**config.mk**
```make
export PLATFORM = sky130hd
export DESIGN_NAME = fifo_fill
export DESIGN_NICKNAME = d
export VERILOG_FILES = /design/src/rtl/fifo_fill.sv
export SDC_FILE = /design/constraint.sdc
export NUM_CORES = 1
export LEC_CHECK = 0
export BUFFER_PORTS_ARGS = -buffer_cell sky130_fd_sc_hd__buf_4
export CELL_PAD_IN_SITES_DETAIL_PLACEMENT = 1
export CELL_PAD_IN_SITES_GLOBAL_PLACEMENT = 1
export CORE_ASPECT_RATIO = 0.7
export CORE_MARGIN = 2
export CORE_UTILIZATION = 41
export CTS_CLUSTER_DIAMETER = 100
export DETAILED_ROUTE_END_ITERATION = 12
export PLACE_DENSITY_LB_ADDON = 0.1
export RECOVER_POWER = 25
export SYNTH_ARGS = -nofsm -noshare
export SYNTH_HDL_FRONTEND = slang
export SYNTH_SLANG_ARGS = --single-unit
```
**constraint.sdc**
```tcl
create_clock -name ap_clk -period 4.5 [get_ports ap_clk]
set_input_delay 0.45 -clock ap_clk [delete_from_list [all_inputs] [get_ports ap_clk]]
set_output_delay 0.45 -clock ap_clk [all_outputs]
set_load 0.03 [all_outputs]
```
**src/rtl/fifo_fill.sv**
```systemverilog
// fifo_fill: pattern source that pushes size*times words into a FIFO under
// ap_ctrl_hs-style handshaking. Words form a wrapping counter starting at
// seed and are grouped into `times` bursts of `size` words, with GAP idle
// cycles between bursts. Writing stalls while fifo_full is high.
//
// Optional feature macro: FIFO_FILL_CHECKSUM_EN adds the `checksum` output,
// the XOR of every word written in the current run.
//
// Ports:
//   ap_clk, ap_rst_n   clock, asynchronous active-low reset
//   size, times, seed  run parameters, latched when ap_start is accepted
//   fifo_wr_en         write strobe (combinational, gated by fifo_full)
//   fifo_wr_data       write data (registered)
//   fifo_full          FIFO full flag
//   ap_start           start request
//   ap_idle            high while in IDLE
//   ap_ready           one-cycle pulse when ap_start is accepted
//   ap_done            one-cycle pulse coincident with the last write
//   checksum           (FIFO_FILL_CHECKSUM_EN only) XOR of written words
//
// state | meaning
// ------+-----------------------------------------------
// IDLE  | waiting for ap_start; ap_idle high
// FILL  | writing words of the current burst
// GAP   | GAP idle cycles between bursts, no writes
module fifo_fill #(
    parameter int WIDTH = 8,
    parameter int GAP   = 0
) (
    input  logic             ap_clk,
    input  logic             ap_rst_n,
    input  logic [31:0]      size,
    input  logic [31:0]      times,
    input  logic [WIDTH-1:0] seed,
    output logic             fifo_wr_en,
    output logic [WIDTH-1:0] fifo_wr_data,
    input  logic             fifo_full,
    input  logic             ap_start,
    output logic             ap_idle,
    output logic             ap_ready,
    output logic             ap_done
`ifdef FIFO_FILL_CHECKSUM_EN
    ,
    output logic [WIDTH-1:0] checksum
`endif
);

    // At least one bit wide so GAP=0 still elaborates cleanly.
    localparam int GAP_W = (GAP > 0) ? $clog2(GAP + 1) : 1;
    localparam logic [GAP_W-1:0] GAP_LOAD = (GAP > 0) ? GAP_W'(GAP - 1) : '0;

    typedef enum logic [1:0] {
        S_IDLE,
        S_FILL,
        S_GAP
    } state_t;

    state_t           state;
    logic [31:0]      size_r;
    logic [31:0]      times_r;
    logic [31:0]      size_cnt;
    logic [31:0]      times_cnt;
    logic [GAP_W-1:0] gap_cnt;
    logic [WIDTH-1:0] data_r;

    logic start_acc;
    logic empty_run;
    logic wr;
    logic burst_end;
    logic last_word;

    always_comb begin
        start_acc = (state == S_IDLE) && ap_start;
        empty_run = (size == 32'd0) || (times == 32'd0);
        wr        = (state == S_FILL) && !fifo_full;
        burst_end = (size_cnt == size_r - 32'd1);
        last_word = burst_end && (times_cnt == times_r - 32'd1);
    end

    assign fifo_wr_en   = wr;
    assign fifo_wr_data = data_r;
    assign ap_idle      = (state == S_IDLE);
    assign ap_ready     = start_acc;
    // A zero-length run completes in the accept cycle itself.
    assign ap_done      = (start_acc && empty_run) || (wr && last_word);

    always_ff @(posedge ap_clk or negedge ap_rst_n) begin
        if (!ap_rst_n) begin
            state     <= S_IDLE;
            size_r    <= '0;
            times_r   <= '0;
            size_cnt  <= '0;
            times_cnt <= '0;
            gap_cnt   <= '0;
            data_r    <= '0;
        end else begin
            case (state)
                S_IDLE: begin
                    if (ap_start) begin
                        size_r    <= size;
                        times_r   <= times;
                        data_r    <= seed;
                        size_cnt  <= '0;
                        times_cnt <= '0;
                        gap_cnt   <= '0;
                        if (!empty_run)
                            state <= S_FILL;
                    end
                end
                S_FILL: begin
                    // fifo_full holds every register in place.
                    if (wr) begin
                        data_r <= data_r + WIDTH'(1);
                        if (last_word) begin
                            state <= S_IDLE;
                        end else if (burst_end) begin
                            size_cnt  <= '0;
                            times_cnt <= times_cnt + 32'd1;
                            if (GAP > 0) begin
                                gap_cnt <= GAP_LOAD;
                                state   <= S_GAP;
                            end
                        end else begin
                            size_cnt <= size_cnt + 32'd1;
                        end
                    end
                end
                S_GAP: begin
                    if (gap_cnt == '0)
                        state <= S_FILL;
                    else
                        gap_cnt <= gap_cnt - GAP_W'(1);
                end
                default: state <= S_IDLE;
            endcase
        end
    end

`ifdef FIFO_FILL_CHECKSUM_EN
    always_ff @(posedge ap_clk or negedge ap_rst_n) begin
        if (!ap_rst_n)
            checksum <= '0;
        else if (start_acc)
            checksum <= '0;
        else if (wr)
            checksum <= checksum ^ data_r;
    end
`endif

endmodule

```
* After elaboration in Yosys (flattened, before gate mapping)
Cells that the tools add are included.
** Word-level totals
- Register bits :: 139
- Input port bits :: 76
** Operators by class
- Reductions and logical operators :: 19
- Muxes and demuxes :: 21
- Add/subtract/negate cells :: 6
- Equal/unequal tests :: 11
** Operators by type and width (count)
- $mux W32 :: 7
- $pmux W32 S2 :: 2
- $add A32 B1 Y32 const B :: 2
- $eq A32 B32 Y1 :: 2
- $logic_not A32 Y1 :: 2
- $sub A32 B1 Y32 const B :: 2
- $mux W8 :: 2
- $pmux W8 S2 :: 1
- $ne A2 B2 Y1 const B :: 7
- $mux W2 :: 5
- $reduce_and A5 Y1 :: 2
- $add A8 B1 Y8 const B :: 1
- $pmux W2 S3 :: 1
- $logic_and A1 B1 Y1 :: 5
- $reduce_and A2 Y1 :: 2
- $reduce_and A4 Y1 :: 1
- $reduce_bool A2 Y1 :: 2
- $reduce_and A3 Y1 :: 1
- $eq A2 B1 Y1 const B :: 1
- $eq A2 B2 Y1 const B :: 1
- $logic_not A2 Y1 :: 1
- $logic_or A1 B1 Y1 :: 2
- $mux W1 :: 2
- $pmux W1 S2 :: 1
- 2 further kinds :: 2

* Longest topological paths before layout
Gate-level depths: netlist of the first run.
- Word-level depth :: 6
- Depth in mapped cells :: 16
- Mapped depth without buffers :: 12

* Least setup slack after synthesis of the first run
OpenSTA, ideal clock, no wires.
- Path type :: flip-flop to flip-flop
- From :: reg size_r[0]
- To :: reg times_cnt[26]
- Stages on the path, launching flop included :: 14
- Slack :: 0.143 ns
- Arrival :: 4.273 ns
- Data required time :: 4.416 ns
- Path buffers :: 1
- Path through :: dfrtp_1 > inv_1 > ha_1 > or4b_2 > or4_1 > nor3b_1 > xnor2_1 > or3b_2 > a2111oi_2 > a21oi_1 > or2_4 > buf_6 > or4_1 > a21oi_1
** Between the ends
- Longest elaborated chain between the ends :: 5
** RTL lines
- start, declared :: line 59 : logic [31:0] size_r;
- start signal, assigned :: line 100 : size_r <= size;
- $sub A32 B1 Y32 (*) :: line 76 : burst_end = (size_cnt == size_r - 32'd1);
- $eq A32 B32 Y1 (*) :: line 76
- $logic_and A1 B1 Y1 :: line 77 : last_word = burst_end && (times_cnt == times_r - 32'd1);
- $ne A2 B2 Y1 (no source line)
- $reduce_and A5 Y1 (no source line) (*)
- end signal, assigned :: line 118 : times_cnt <= times_cnt + 32'd1;
- end, declared :: line 62 : logic [31:0] times_cnt;
Mark *: on every way between the ends. The rest lies on a longest branch, timed or not.
A chain may end at the register's enable or synchronous reset.

* Worst setup path in the final report of the first run
- From :: reg size_r[0]
- To :: reg times_cnt[7]
Same word-level chain as after synthesis.

==> results.cfg, run 1 <==
[run_status]
status = complete, but fails checks
failed_checks = capacitance limit, slew limit

[global_route]
grt_pass1_wl_mm = 52.2
grt_usage_pct = 28.5
antenna_found_initial = 1
grt_max_degree = 105
grt_pass1_vias = 9033
gr-max-usage-layer = met1
gr-usage-met1_pct = 46.3
met2_usage_pct = 37.6
grtUsageMet3_pct = 6.35
grt_overflow_total = 0

[logic_synthesis]
postSynthAreaPerCell_um2 = 8.15
synth.distinct_cells = 73
yosysTopAreaCell = dfrtp_1
synth_area_um2 = 9190
synth.most_common_cell = nand2_1
synthCells = 1127
synth_top_cells_by_area = dfrtp_1 37%, nand2_1 9.8%, xnor2_1 6.0%, xor2_1 3.8%, or4_1 3.6%
yosysTopAreaCellShare_pct = 37.3
ys_async_sr_fraction_pct = 100
synth_flop_cell = dfrtp_1
yosys_warnings = 0
synth_common_cells = 239 x nand2_1, 137 x dfrtp_1, 63 x xnor2_1
synth_nets = 1208
synth_edf_count = 0
ys_ff_latch = 137
ys_seq_area_share_pct = 37.3

[placement]
portBuffers = 87
routabilityCongestion = 0.921
dp_hpwl_mm = 24.1

[drt]
routed_wl_mm = 32.6
drt_iter0_drc = 812
antenna_left = 0
drcViolationCount = 0
vias = 9264
vias_per_cell = 6.06
drt-wirelength-per-cell_um = 21.4
first_pass_iters = 5

[setup_path]
timing.rr.start = size_r[0]$_DFFE_PN0P_
cp_slowest_stage_delay_ns = 0.62
start_kind = register
cp_slowest_cell = or4b_2
cpMostUsedCell = or4_1
worstSetupStartpoint = size_r[0]$_DFFE_PN0P_
worstPathRequired_ns = 4.85
arrival_ns = 4.70
worstSetupPathType = reg -> reg
r2r-end = times_cnt[7]$_DFFE_PN0P_
cp_max_fo = 12
path_cells = inv_1 > ha_1 > or4b_2 > or4_1 > nor3b_2 > xnor2_1 > or3b_2 > a2111oi_4 > a21oi_2 > or2_4 > or4_1 > a21oi_1
cp-end-kind = register
reg2reg_depth = 12
r2r_slack_ns = 0.15

[die]
start_util_pct = 42.1
die_h_um = 129
die_area_um2 = 23600
core_area_um2 = 21800
die_w_um = 183
pin_count = 88
rows = 45

[power]
leakage_uw = 0.00486
ir_drop_v = 0.000346
power.density_nw_per_um2 = 352

[timing]
skew_ns = 0.0105
setup-tns-final_ns = 0
setup_viol = 0
fin_crit_sh_pct = 96.7
hold_viol_final = 0
finalCriticalPeriod_ns = 4.35
slew_violations = 105
slew_headroom_pct = -84.2
fmax_mhz = 230
worst_slew_pin_slew_ns = 2.76

[run]
cap_violations = 1

[worst_hold_path]
whs_endpoint = size_r[25]$_DFFE_PN0P_
hold_depth = 3
hold_start = size[25]
hold_path_class = in -> reg

[cts]
cts_hold_buf = 0
cts.htree.levels = 4
root_buffer = clkbuf_16
cts_buffer_depth = 2
insertion_delay_ns = 0.44
cts_tree = built
clk_pin_slew_ns = 0.06
cts_made_buffers = 17
clock_sinks = 137

[cells_and_area]
drive_gt1_share_pct = 17.7
seq_area_um2 = 3430
n_antenna_cell = 0
n_fill_cell = 2650
area_delta_synth_final_pct = 20.4
multi_input_area_um2 = 5500
post-route-util_pct = 50.6
final_nets = 1316
## power by group
group          internal, uW  leakage, uW  switching [uW]
logic                   418      0.00277             542
clock network           838     0.000281             566
registers              1340      0.00181             195
## logic make-up after synthesis
logic type / count (synthesis) / share of synthesized area (%)
AND/OR/NAND/NOR: 613 / 34.4
buffers and inverters: 82 / 3.77
adder cells (fa/ha/maj): 5 / 0.681
flip-flops: 137 / 37.3
multiplexers: 14 / 1.57
XOR/XNOR: 103 / 9.82
AO/OA/AOI/OAI: 173 / 12.4
## flip-flops by register name, indices dropped and copies added, names as in the netlist
register and flops:
size_r 32, fifo_wr_data 8, size_cnt 32, state 1
times_cnt 32, times_r 32
## how the worst max path moves through the flow
stage / endpoint / slack [ns]
floorplan: times_cnt[26]$_DFFE_PN0P_ / 0.14
global placement: size_cnt[18]$_DFFE_PN0P_ / 0.17
detailed placement: times_cnt[7]$_DFFE_PN0P_ / 0.005
CTS: times_cnt[7]$_DFFE_PN0P_ / 0.006
global route: times_cnt[21]$_DFFE_PN0P_ / -0.03
finish: times_cnt[7]$_DFFE_PN0P_ / 0.15
## critical path: cells and delay by family, from the launching register on
kind	cells	cell delay (ns)
AO/OA/AOI/OAI	3	0.73
XOR/XNOR	1	0.15
adder cells (fa/ha/maj)	1	0.17
buffers and inverters	1	0.09
flip-flops	1	0.40
AND/OR/NAND/NOR	6	2.73
## routing by layer
| metal | vias to the layer above | wire length, um |
|---|---|---|
| met5 | - | 0 |
| met3 | 24 | 2510 |
| met1 | 4610 | 17500 |
| li1 | 4308 | - |
| met2 | 322 | 12300 |
| met4 | 0 | 307 |
## layout by cell type (no fill, tap or decap), drive strengths merged, types with 6 or more instances in the layout
master,netlist,final
mux2i,11,11
or2,7,9
nor4,49,49
or3,23,23
and3,19,19
dfrtp,137,137
or4,44,44
a21oi,53,53
nand4b,6,6
o21ai,29,29
buf,19,148
nor2b,6,6
nand3,53,53
nor3,28,28
o31ai,34,34
xnor2,63,63
xor2,40,40
nand3b,8,8
clkinv,1,8
clkbuf,43,20
nand2b,11,11
nor2,57,57
nand4,37,37
nand2,240,240
o211ai,6,6
o21a,6,6
inv,19,19
## cell type report
| cell class | instances | share of cell area (%) |
|---|---|---|
| tap | 282 | 3.19 |
| clock inverter | 12 | 1.13 |
| multi-input combinational | 910 | 49.7 |
| timing repair buffer | 149 | 10.2 |
| sequential | 137 | 31.0 |
| inverter | 20 | 0.690 |
| clock buffer | 19 | 4.09 |
## stage by stage
| step | worst slack [ns] | power [uW] | hold slack [ns] | cells | area [um^2] |
|---|---|---|---|---|---|
| detailed placement | 0.00529 | 2470 | 0.497 | 1495 | 10400 |
| floorplan | 0.143 | 2070 | 0.154 | 1127 | 9190 |
| finish | 0.146 | 3900 | 0.210 | 1529 | 11100 |
| global route | -0.0336 | 4090 | 0.212 | 1529 | 11100 |
| CTS | 0.00565 | 3890 | 0.193 | 1527 | 11000 |
| global placement | 0.171 | 2450 | 0.482 | 1495 | 10400 |
## timing repair
action / in CTS / in global routing
gates resized for setup: 0 / 13
buffers inserted: 0 / 1
cloned: 1 / 1
pin swaps: 1 / 1
setup endpoints to repair: 1 / 43
Power figures use the tool's default switching activity.
==> inputs of run 2 (changes only) <==
--- a/config.mk
+++ b/config.mk
@@ -5,14 +5,14 @@
 export SDC_FILE = /design/constraint.sdc
 export NUM_CORES = 1
 export LEC_CHECK = 0
-export BUFFER_PORTS_ARGS = -buffer_cell sky130_fd_sc_hd__buf_4
 export CELL_PAD_IN_SITES_DETAIL_PLACEMENT = 1
 export CELL_PAD_IN_SITES_GLOBAL_PLACEMENT = 1
 export CORE_ASPECT_RATIO = 0.7
 export CORE_MARGIN = 2
-export CORE_UTILIZATION = 41
+export CORE_UTILIZATION = 44
 export CTS_CLUSTER_DIAMETER = 100
 export DETAILED_ROUTE_END_ITERATION = 12
+export DONT_BUFFER_PORTS = 1
 export PLACE_DENSITY_LB_ADDON = 0.1
 export RECOVER_POWER = 25
 export SYNTH_ARGS = -nofsm -noshare
==> results.cfg, run 2 (synthesized netlist as in run 1, its figures left out) <==
[run_status]
status = complete, but fails checks
failed_checks = capacitance limit, slew limit

[cells_and_area]
drive_gt1_share_pct = 11.4
final_nets = 1227
n_antenna_cell = 0
final_cell_area_um2 = 10400
area_delta_synth_final_pct = 13.1
finalNonFillerCells = 1435
final_cell_mix = 238 x nand2_1, 137 x dfrtp_1, 63 x xnor2_1
final_common_cell = nand2_1

[timing]
hold_viol_final = 0
fmax_mhz = 233
slew_headroom_pct = -134
post-route-worst-setup-slack_ns = 0.211
slew_violations = 138
skew_ns = 0.00759
fin_crit_sh_pct = 95.3
setup_viol = 0
worst_slew_pin_slew_ns = 3.50
finalCriticalPeriod_ns = 4.29

[drt]
routed_wl_mm = 32.4
drcViolationCount = 0
drt-wirelength-per-cell_um = 22.6
vias_per_cell = 6.24
first_pass_iters = 7
antenna_left = 0
drt_iter0_drc = 873
vias = 8955

[setup_path]
worstSetupStartpoint = size_r[0]$_DFFE_PN0P_
cpMostUsedCell = or4_1
worstPathRequired_ns = 4.86
arrival_ns = 4.64
cp_slowest_cell = or4b_2
worstSetupPathType = reg -> reg
cp_max_fo = 12
timing.rr.start = size_r[0]$_DFFE_PN0P_
path_cells = inv_1 > ha_1 > or4b_2 > or4_1 > nor3b_2 > xnor2_1 > or3b_2 > a2111oi_4 > a21oi_2 > or2_4 > or4_1 > a21oi_1
cp_slowest_stage_delay_ns = 0.62
start_kind = register
cp-end-kind = register

[placement]
dp.cells = 1396
place_area_um2 = 9680
portBuffers = 0
pre_cts_ws_ns = 0.0497
routabilityCongestion = 0.981
dp_hpwl_mm = 23.5

[power]
power.density_nw_per_um2 = 365
ir_drop_v = 0.000271
leakage_uw = 0.00442

[cts]
cts_buffer_depth = 2
cts.htree.levels = 4
root_buffer = clkbuf_16
cts_made_buffers = 17
insertion_delay_ns = 0.44
clock_sinks = 137
cts_tree = built
clk_pin_slew_ns = 0.06

[die]
die_area_um2 = 22100
die_h_um = 125
die_w_um = 177
start_util_pct = 44.6
rows = 44
core_area_um2 = 20600
pin_count = 88

[run]
cap_violations = 1

[global_route]
grt_pass1_vias = 8868
grt_max_degree = 138
grt_usage_pct = 29.7
grt_overflow_total = 0
grt_pass1_wl_mm = 50.5
antenna_found_initial = 1

[worst_hold_path]
hold_path_class = in -> reg
hold_start = size[20]
[run 2: cell type report]
cell class	instances	area [um^2]
Fill cell	2491	10200
Tap cell	276	345
Clock inverter	13	146
Clock buffer	19	443
Sequential cell	137	3430
Multi-Input combinational cell	911	5510
Timing Repair Buffer	59	443
Inverter	20	76.3
[run 2: metal layers]
layer  GRT usage (%)  up-vias  wire length (um)
met4            6.08        0               218
met1            49.6     4447             16900
met2            37.2      369             12200
li1                -     4123                 -
met3            7.05       16              2980
met5               0        -                 0
[run 2: worst max-delay path, delay by kind of cell (launching register included)]
kind	cells	cell delay, ns
xor gates and xnor gates	1	0.17
adders and majority gates	1	0.17
buffers and inverters	1	0.09
and+or+nand+nor	6	2.72
AOI/OAI and AO/OA	3	0.68
DFF	1	0.38
[run 2: metrics by stage]
stage / hold WS, ns / TNS [ns] / power (uW) / util, %
after floorplan: 0.154 / 0 / 2070 / -
final: 0.114 / 0 / 3800 / 50.5
after global placement: 0.157 / 0 / 2300 / 47.0
after detailed placement: 0.156 / 0 / 2330 / 47.0
after CTS: 0.0321 / 0 / 3790 / 50.1
after global routing: 0.106 / -0.00411 / 3980 / 50.5
[run 2: timing repair]
item | 4_1_cts | 5_1_grt
hold buffers | 1 | 1
gates cloned | 0 | 3
resized for setup | 3 | 12
setup endpoints to repair | 1 | 45
hold endpoints to repair | 137 | 3
pin swaps | 0 | 2
buffers inserted | 0 | 2
[run 2: power by group]
| group | switching, uW | total (uW) | internal [uW] |
|---|---|---|---|
| Clock | 590 | 1420 | 834 |
| Combinational | 443 | 774 | 331 |
| Sequential | 260 | 1600 | 1340 |
[run 2: final timing paths]
| path | to | slack (ns) | depth (start not counted) |
|---|---|---|---|
| worst min register to register | times_r[31]$_DFFE_PN0P_ | 0.50 | 2 |
| worst min-delay path | size_r[20]$_DFFE_PN0P_ | 0.11 | 2 |
| worst max register to register | times_cnt[29]$_DFFE_PN0P_ | 0.21 | 12 |
| worst max-delay path | times_cnt[29]$_DFFE_PN0P_ | 0.21 | 12 |
| min in group asynchronous | size_r[21]$_DFFE_PN0P_ | 1.68 | 2 |
| max in group asynchronous | times_r[30]$_DFFE_PN0P_ | 0.72 | 2 |
==> inputs of run 3 (changes only) <==
--- a/config.mk
+++ b/config.mk
@@ -15,6 +15,7 @@
 export DONT_BUFFER_PORTS = 1
 export PLACE_DENSITY_LB_ADDON = 0.1
 export RECOVER_POWER = 25
+export SETUP_SLACK_MARGIN = 0.15
 export SYNTH_ARGS = -nofsm -noshare
 export SYNTH_HDL_FRONTEND = slang
 export SYNTH_SLANG_ARGS = --single-unit
==> constraint.sdc (replaced) <==
create_clock -name ap_clk -period 4.5 [get_ports ap_clk]
set_input_delay 0.45 -clock ap_clk [delete_from_list [all_inputs] [get_ports ap_clk]]
set_output_delay 0.45 -clock ap_clk [all_outputs]
set_load 0.005 [all_outputs]
==> results.cfg, run 3 (synthesized netlist as in run 1, its figures left out) <==
[run_status]
status = complete, but fails checks
failed_checks = capacitance limit, slew limit

[worst_hold_path]
whs_endpoint = size_r[23]$_DFFE_PN0P_
hold_start = size[23]
hold_depth = 2
hold_path_class = in -> reg

[setup_path]
worstSetupPathType = reg -> reg
start_kind = register
timing.rr.start = size_r[0]$_DFFE_PN0P_
cp_max_fo = 6
arrival_ns = 4.57
r2r_slack_ns = 0.30
r2r-end = times_cnt[28]$_DFFE_PN0P_
cp-end-kind = register
reg2reg_depth = 13
worstPathRequired_ns = 4.87

[power]
leakage_uw = 0.00444
fin_total_pwr_uw = 3800
netSwitchingFraction_pct = 32.3
p_switching_uw = 1230
p_comb_share_pct = 20.4
power_frac_clock_pct = 38.9
seqPwrFrac_pct = 40.7
ir_drop_v = 0.000307
internal-power_uw = 2570
power.density_nw_per_um2 = 364

[global_route]
antenna_found_initial = 1
grt_pass1_vias = 9015
grt_pass1_wl_mm = 51.5
grt_overflow_total = 0
grt_max_degree = 138
grt_usage_pct = 30.1

[cts]
cts_tree = built
insertion_delay_ns = 0.45
cts_made_buffers = 17
cts.htree.levels = 4
root_buffer = clkbuf_16
clk_pin_slew_ns = 0.07
clock_sinks = 137
cts_buffer_depth = 2

[die]
pin_count = 88
die_w_um = 177
core_area_um2 = 20600
die_area_um2 = 22100
rows = 44
start_util_pct = 44.6
die_h_um = 125

[timing]
worst_slew_pin_slew_ns = 3.60
setup-tns-final_ns = 0
fin_crit_sh_pct = 93.3
hold_viol_final = 0
slew_violations = 138
fmax_mhz = 238
rsz0062_at_grt = false
slew_headroom_pct = -140
finalCriticalPeriod_ns = 4.20
skew_ns = 0.0123
setup_viol = 0

[drt]
drt_iter0_drc = 641
vias_per_cell = 6.25
routed_wl_mm = 32.1
first_pass_iters = 5
drcViolationCount = 0
drt-wirelength-per-cell_um = 22.4
antenna_left = 0
vias = 8955

[cells_and_area]
final_nets = 1224
drive_gt1_share_pct = 11.9
n_antenna_cell = 0
final_common_cell = nand2_1
area_delta_synth_final_pct = 13.7
post-route-util_pct = 50.7
finalNonFillerCells = 1432
final_cell_mix = 238 x nand2_1, 137 x dfrtp_1, 62 x xnor2_1

[placement]
routabilityCongestion = 0.963
dp.cells = 1394
dp_hpwl_mm = 23.1
portBuffers = 0

[run]
cap_violations = 1
==> run 3: changes by cell type in the layout (fill, tap and decap cells not counted), sizes merged <==
| cell | previous run | this run |
|---|---|---|
| clkinv | 6 | 7 |
| buf | 57 | 55 |
| clkbuf | 20 | 21 |
| inv | 20 | 18 |
| clkinvlp | 5 | 4 |
| dlygate4sd3 | 1 | 0 |
| bufinv | 2 | 3 |
==> run 3: what timing repair did <==
action,in CTS,in global routing
endpoints found under the setup margin,21,60
hold buffers,1,0
endpoints found under the hold margin,137,0
buffers inserted,0,2
gates cloned,2,1
pin swaps,1,4
resized for setup,4,22
==> run 3: worst max-delay path by stage <==
stage,startpoint,to,slack [ns],cells after the start
after floorplan,size_r[0]$_DFFE_PN0P_,times_cnt[26]$_DFFE_PN0P_,0.18,13
after global placement,size_r[0]$_DFFE_PN0P_,size_cnt[18]$_DFFE_PN0P_,0.09,14
after detailed placement,size_r[0]$_DFFE_PN0P_,size_cnt[18]$_DFFE_PN0P_,0.06,14
after CTS,size_r[0]$_DFFE_PN0P_,times_cnt[27]$_DFFE_PN0P_,0.20,13
after global routing,times_r[4]$_DFFE_PN0P_,size_cnt[4]$_DFFE_PN0P_,0.16,11
final,size_r[0]$_DFFE_PN0P_,times_cnt[28]$_DFFE_PN0P_,0.30,13
==> run 3: power by group through the flow <==
stage	combinational, uW	sequential, uW	clock (uW)
floorplan	535	1470	0
global placement	690	1550	0
detailed placement	710	1560	0
CTS	747	1540	1490
global route	865	1570	1550
finish	777	1550	1480
==> run 3: per-stage QoR <==
stage          cell area, um^2  hold slack [ns]  setup slack (ns)
4_1_cts                  10300           0.0328             0.201
5_1_grt                  10400            0.107             0.156
3_5_place_dp              9670            0.158            0.0615
3_3_place_gp              9670            0.157            0.0882
2_1_floorplan             9190            0.154             0.178
6_report                 10400            0.106             0.302
==> run 3: cell type report <==
type | instances | area [um^2]
multi-input cells | 911 | 5570
flip-flops and latches | 137 | 3430
well taps | 276 | 345
inverters | 20 | 76.3
clock inverters | 12 | 149
clock buffers | 20 | 457
fillers | 2502 | 10100
repair buffers | 56 | 418
==> run 3: worst max-delay path, cell delays in order, from the launching register on <==
cell,delay (ns)
dfrtp_1,0.40
inv_1,0.10
ha_1,0.18
or4b_4,0.49
or4_4,0.47
nor3b_4,0.24
xnor2_2,0.14
or3b_2,0.50
a2111oi_4,0.28
buf_4,0.18
a21oi_2,0.11
or2_4,0.35
or4_1,0.55
a21oi_2,0.15
==> run 3: layer usage <==
layer,vias up,track usage [%],wire length (um)
li1,4128,-,-
met1,4471,49.2,16700
met2,332,37.8,12200
met3,24,8.91,2960
met4,0,6.51,359
met5,-,0,0
